File: config.mk
export PLATFORM = sky130hd
export DESIGN_NAME = sha256_round_engine
export DESIGN_NICKNAME = d
export VERILOG_FILES = /design/src/rtl/sha256_round_engine.sv
export SDC_FILE = /design/constraint.sdc
export NUM_CORES = 2
export LEC_CHECK = 0
export BUFFER_PORTS_ARGS = -buffer_cell sky130_fd_sc_hd__buf_2
export CAP_MARGIN = 20
export CORE_MARGIN = 2
export CORE_UTILIZATION = 45
export CTS_CLUSTER_DIAMETER = 50
export DETAILED_ROUTE_END_ITERATION = 10
export GPL_TIMING_DRIVEN = 1
export PLACE_DENSITY = 0.65
export SLEW_MARGIN = 20
export SYNTH_ARGS = -nofsm -noshare
export SYNTH_HDL_FRONTEND = slang
export SYNTH_SLANG_ARGS = --single-unit
File: constraint.sdc
create_clock -name clk -period 8.4 [get_ports clk]
set_input_delay 1.68 -clock clk [delete_from_list [all_inputs] [get_ports clk]]
set_output_delay 1.68 -clock clk [all_outputs]
set_load 0.005 [all_outputs]
File: src/rtl/sha256_round_engine.sv
// -----------------------------------------------------------------------------
// sha256_round_engine
//
// SHA-256 compression engine. It runs NUM_ROUNDS rounds per block and unrolls
// ROUNDS_PER_CYCLE rounds into each accepted K/W beat. The feed-forward add and
// multi-block chaining are held inside the engine, so the message-schedule unit
// only streams K/W words and the host only collects digests.
//
// Optional build macro: SHA256_ENGINE_SHA224_EN
//   When defined, the engine gains a mode224_i input. That input is sampled
//   together with start_i && first_i. Mode 1 seeds the SHA-224 IV and zeroes
//   digest_o[31:0]. The chain registers still keep the full H7 word, and the
//   mode is kept for chained blocks.
//
// Parameters
//   ROUNDS_PER_CYCLE  rounds applied per beat (1, 2 or 4; divides NUM_ROUNDS)
//   NUM_ROUNDS        rounds per block (64 for standard SHA-2)
//
// Ports
//   clk             clock, rising edge
//   rst_n           asynchronous active-low reset
//   start_i         start a block (sampled only when idle)
//   first_i         1 = seed from IV, 0 = chain from previous digest
//   mode224_i       (SHA224 build only) select the SHA-224 IV and truncation
//   w_valid_i       K/W beat valid
//   w_ready_o       engine accepts a beat (only while running rounds)
//   w_i, k_i        per-round W/K words, lane 0 = earliest round
//   digest_valid_o  digest_o holds a finished digest
//   digest_ready_i  consumer takes the digest
//   digest_o        {H0..H7}, H0 in the top word
//   busy_o          engine is not idle
//   round_o         rounds completed in the current block
// -----------------------------------------------------------------------------
module sha256_round_engine #(
    parameter int ROUNDS_PER_CYCLE = 1,
    parameter int NUM_ROUNDS       = 64
) (
    input  logic                           clk,
    input  logic                           rst_n,
    input  logic                           start_i,
    input  logic                           first_i,
`ifdef SHA256_ENGINE_SHA224_EN
    input  logic                           mode224_i,
`endif
    input  logic                           w_valid_i,
    output logic                           w_ready_o,
    input  logic [32*ROUNDS_PER_CYCLE-1:0] w_i,
    input  logic [32*ROUNDS_PER_CYCLE-1:0] k_i,
    output logic                           digest_valid_o,
    input  logic                           digest_ready_i,
    output logic [255:0]                   digest_o,
    output logic                           busy_o,
    output logic [6:0]                     round_o
);

    localparam logic [255:0] IV256 =
        256'h6a09e667_bb67ae85_3c6ef372_a54ff53a_510e527f_9b05688c_1f83d9ab_5be0cd19;
`ifdef SHA256_ENGINE_SHA224_EN
    localparam logic [255:0] IV224 =
        256'hc1059ed8_367cd507_3070dd17_f70e5939_ffc00b31_68581511_64f98fa7_befa4fa4;
`endif
    localparam logic [6:0] RPC7 = 7'(ROUNDS_PER_CYCLE);
    localparam logic [6:0] NR7  = 7'(NUM_ROUNDS);

    typedef enum logic [1:0] {
        ST_IDLE,
        ST_ROUND,
        ST_FINAL,
        ST_OUT
    } state_t;

    state_t        state_reg;
    state_t        state_next;

    // Working variables packed as {a,b,c,d,e,f,g,h}; a is the top word.
    logic [255:0]  work_reg;
    logic [255:0]  base_reg;
    logic [255:0]  chain_reg;
    logic [255:0]  digest_reg;
    logic [6:0]    round_reg;
    logic [6:0]    round_next;
`ifdef SHA256_ENGINE_SHA224_EN
    logic          mode224_reg;
`endif

    logic          beat_fire;
    logic [255:0]  init_sel;
    logic [255:0]  digest_sum;
    logic [255:0]  final_digest;
    logic [255:0]  stage [0:ROUNDS_PER_CYCLE];

    // ------------------------------------------------------------------
    // SHA-256 round primitives. A right rotate by n is {x[n-1:0], x[31:n]}.
    // ------------------------------------------------------------------
    function automatic logic [31:0] bsig0(input logic [31:0] x);
        return {x[1:0], x[31:2]} ^ {x[12:0], x[31:13]} ^ {x[21:0], x[31:22]};
    endfunction

    function automatic logic [31:0] bsig1(input logic [31:0] x);
        return {x[5:0], x[31:6]} ^ {x[10:0], x[31:11]} ^ {x[24:0], x[31:25]};
    endfunction

    function automatic logic [31:0] ch(input logic [31:0] x, input logic [31:0] y,
                                       input logic [31:0] z);
        return (x & y) ^ (~x & z);
    endfunction

    function automatic logic [31:0] maj(input logic [31:0] x, input logic [31:0] y,
                                        input logic [31:0] z);
        return (x & y) ^ (x & z) ^ (y & z);
    endfunction

    // ------------------------------------------------------------------
    // Unrolled round chain. Lane gi consumes K/W lane gi, so lane 0 is the
    // earliest round of the beat.
    // ------------------------------------------------------------------
    assign stage[0] = work_reg;

    genvar gi;
    generate
        for (gi = 0; gi < ROUNDS_PER_CYCLE; gi++) begin : g_round
            logic [31:0] a_w, b_w, c_w, d_w, e_w, f_w, g_w, h_w;
            logic [31:0] t1_w, t2_w;
            assign {a_w, b_w, c_w, d_w, e_w, f_w, g_w, h_w} = stage[gi];
            assign t1_w = h_w + bsig1(e_w) + ch(e_w, f_w, g_w)
                        + k_i[32*gi +: 32] + w_i[32*gi +: 32];
            assign t2_w = bsig0(a_w) + maj(a_w, b_w, c_w);
            assign stage[gi+1] = {t1_w + t2_w, a_w, b_w, c_w,
                                  d_w + t1_w,  e_w, f_w, g_w};
        end
    endgenerate

    // Feed-forward: each word wraps on its own, and no carry crosses words.
    generate
        for (gi = 0; gi < 8; gi++) begin : g_ffwd
            assign digest_sum[32*gi +: 32] = base_reg[32*gi +: 32] + work_reg[32*gi +: 32];
        end
    endgenerate

    // Seed for a new block: the IV for a first block, otherwise the last digest.
    always_comb begin
        init_sel = chain_reg;
        if (first_i) begin
            init_sel = IV256;
`ifdef SHA256_ENGINE_SHA224_EN
            if (mode224_i) begin
                init_sel = IV224;
            end
`endif
        end
    end

    always_comb begin
        final_digest = digest_sum;
`ifdef SHA256_ENGINE_SHA224_EN
        if (mode224_reg) begin
            final_digest[31:0] = 32'h0;
        end
`endif
    end

    assign beat_fire  = (state_reg == ST_ROUND) && w_valid_i;
    assign round_next = round_reg + RPC7;

    // ------------------------------------------------------------------
    // FSM: state register and next-state logic.
    // ------------------------------------------------------------------
    always_ff @(posedge clk or negedge rst_n) begin
        if (!rst_n) begin
            state_reg <= ST_IDLE;
        end else begin
            state_reg <= state_next;
        end
    end

    always_comb begin
        state_next = state_reg;
        case (state_reg)
            ST_IDLE: begin
                if (start_i) begin
                    state_next = ST_ROUND;
                end
            end
            ST_ROUND: begin
                if (w_valid_i && (round_next == NR7)) begin
                    state_next = ST_FINAL;
                end
            end
            ST_FINAL: begin
                state_next = ST_OUT;
            end
            ST_OUT: begin
                if (digest_ready_i) begin
                    state_next = ST_IDLE;
                end
            end
            default: begin
                state_next = ST_IDLE;
            end
        endcase
    end

    // ------------------------------------------------------------------
    // Datapath registers. Reset also returns the chain to the IV, so a
    // block aborted by reset never leaks into the next chained start.
    // ------------------------------------------------------------------
    always_ff @(posedge clk or negedge rst_n) begin
        if (!rst_n) begin
            work_reg    <= '0;
            base_reg    <= '0;
            chain_reg   <= IV256;
            digest_reg  <= '0;
            round_reg   <= '0;
`ifdef SHA256_ENGINE_SHA224_EN
            mode224_reg <= 1'b0;
`endif
        end else begin
            case (state_reg)
                ST_IDLE: begin
                    if (start_i) begin
                        work_reg  <= init_sel;
                        base_reg  <= init_sel;
                        round_reg <= '0;
`ifdef SHA256_ENGINE_SHA224_EN
                        if (first_i) begin
                            mode224_reg <= mode224_i;
                        end
`endif
                    end
                end
                ST_ROUND: begin
                    if (beat_fire) begin
                        work_reg  <= stage[ROUNDS_PER_CYCLE];
                        round_reg <= round_next;
                    end
                end
                ST_FINAL: begin
                    digest_reg <= final_digest;
                    chain_reg  <= digest_sum;
                end
                default: begin
                end
            endcase
        end
    end

    assign w_ready_o      = (state_reg == ST_ROUND);
    assign digest_valid_o = (state_reg == ST_OUT);
    assign busy_o         = (state_reg != ST_IDLE);
    assign round_o        = round_reg;
    assign digest_o       = digest_reg;

endmodule
==> results.md <==
- Final WS setup: 0.364 ns
- Total CTS buffers: 130
- Row count: 133
- Finished Cell Area: 0.0678 mm²
- Post-Syn Instances: 6715
- DR vias/cell: 5.65
- Synth cell types: 86
- Area of the core: 0.132 mm²
- Synth warn: 0
- CP Max Fanout: 4
- Number of global-route vias before repair: 48100
- Final period util: 95.7%
- I/O Buffers: 335
- DP Worst Slack: -0.592 ns
- Drt drc: 0
- Violation count after the first detailed-route iteration: 4202
- CP arrival: 8.68 ns
- GP Congestion: 0.969
- Reg clk slew, reported paths: 0.05 ns
- Die Y: 368 µm
- Area Growth Syn to Fin: 13.5%
- DRT antenna net count: 0
- DR pass1 iterations: 6
- Layout cell share with drive strength beyond 1: 16.2%
- First-pass GRT wire length: 308000 µm
- Via count: 49700
- DRT Wirelength: 206000 µm
- Initial Util: 45.4%
- Final max-slew violation count: 0
- Status: finished clean
- # H-tree levels: 4
- Final nets: 7490
- Post-synth EDFFs: 0
- Crit. End Element: flop
- Routed WL per cell: 23.3 µm
- Die ar.: 0.136 mm²
- Initial antenna violation count: 5
- Hold buffer count at cts: 0
- Req. time, crit path: 9.05 ns
- Final Skew: 0.0330 ns
- WHS: 0.471 ns
- Max transition margin: 16.5%
- Synthesized area: 0.0598 mm²
- Storage cell area: 0.0230 mm²
- Post-CTS resize count: 0
- Final setup viols: 0
- Slowest stage cell, crit path: fa_1
- Clock Tree Buf Depth: 3
- Setup CP Type: in2reg
- Hold Path Class: reg2reg
- Main synth FF type: dfrtp_1
- Max cap viols: 0
- FF+latch count, synth: 913
- Die Wd: 368 µm
- Average cell area after synthesis: 8.90 µm²
- Clock Latency Late Sink: 0.79 ns
- Total GRT Usage: 30.1%
- TritonCTS clock tree: built
- Syn_nets: 7266
- Placed Instance Area: 0.0632 mm²
- Max frequency: 124 MHz
- Fraction of registers with async set/reset: 100%
- CP max stage delay: 0.55 ns
- R2R setup slack: 0.65 ns
- CTS Sinks: 913
- Root buffer cell: clkbuf_16
- Tmin final: 8.04 ns
- Multi-input gate area: 0.0324 mm²
- Worst Tran Pin Value: 1.24 ns
- Hold Fails Final Rpt: 0
- Grt total ovfl: 0
- Pin count of the biggest net entering global routing: 199
- Crit path launch type: input port
- Register area share after synthesis: 38.5%
- Setup Fix Bufs, Post-CTS: 0
- Filler cells: 12200
- IO Pins: 336
- DP HPWL: 153000 µm
## per-stage QoR
step	utilization, %	setup TNS, ns	instances
global placement	48.0	-1.77	8559
CTS	51.5	0	8800
finish	51.5	0	8804
floorplan	-	0	6715
global route	51.5	-0.00138	8802
detailed placement	48.0	-2.58	8560
## cells in the mapped netlist, types with 172 or more instances
master    count  share of area (%)
a21o_1      200                2.5
a21oi_1     409                3.4
clkbuf_1    304                1.9
dfrtp_1     777                 33
ha_1        348                7.3
inv_1       591                3.7
mux2_2      207                3.9
nand2_1     738                4.6
nand2b_1    172                1.8
nor2_1      424                2.7
o21ai_0     867                7.3
xnor2_1     285                4.2
## placed cells by master, fill, tap and decap left out, types with 88 or more instances in the layout
master	n
fa_1	133
a21o_1	200
xnor2_1	285
dfstp_2	136
buf_4	195
o21a_1	88
buf_2	333
nor2_1	422
nand2_1	736
clkbuf_16	133
o21ai_0	866
xor2_1	115
a21oi_1	409
inv_1	590
mux2_2	207
dfrtp_1	777
nand2b_1	172
ha_1	346
## cell families (layout without fill, tap and decap cells)
group / count (synthesis) / after routing / share of synthesized area [%]
other: 0 / 2 / 0
buffers and inverters: 1043 / 1375 / 7.31
AOI/OAI and AO/OA: 1943 / 1943 / 19.3
and+or+nand+nor: 1687 / 1687 / 12.6
xor gates and xnor gates: 401 / 401 / 5.90
adders and majority gates: 484 / 484 / 11.8
muxes: 244 / 244 / 4.53
DFF: 913 / 913 / 38.5
## worst paths after layout
check | start | cells past startpoint | to
min reg2reg | chain_reg[154] | 2 | chain_reg[154]
max in group asynchronous | rst_n | 3 | digest_o[210]
min | chain_reg[154] | 2 | chain_reg[154]
min in group asynchronous | rst_n | 1 | base_reg[53]
max reg2reg | work_reg[122] | 34 | work_reg[252]
max | w_i[1] | 34 | work_reg[252]
## routing by layer
metal  global-route usage [%]  wire [µm]
met1                     39.6      86100
met2                     47.2      92600
met3                     5.60      14600
met4                     15.7      12100
met5                        0         36
## critical path: cells and delay by family
kind | cells | cell delay, ns
XOR/XNOR | 2 | 0.38
AO/OA/AOI/OAI | 14 | 2.69
buffers and inverters | 8 | 0.65
AND/OR/NAND/NOR | 3 | 0.41
adder cells (fa/ha/maj) | 7 | 2.84
## cell type report
cell class                 count  share of cell area [%]
antenna                        2                 0.00738
multi-input combinational   4759                    47.8
inverter                     592                    3.28
sequential                   913                    33.9
clock buffer                 167                    5.33
tap                         1755                    3.24
clock inverter                73                    1.39
timing repair buffer         543                    5.00
Power is left out: the tool's default activity adds up to more than one toggle a clock period on the data nets, which glitch-free logic cannot reach.
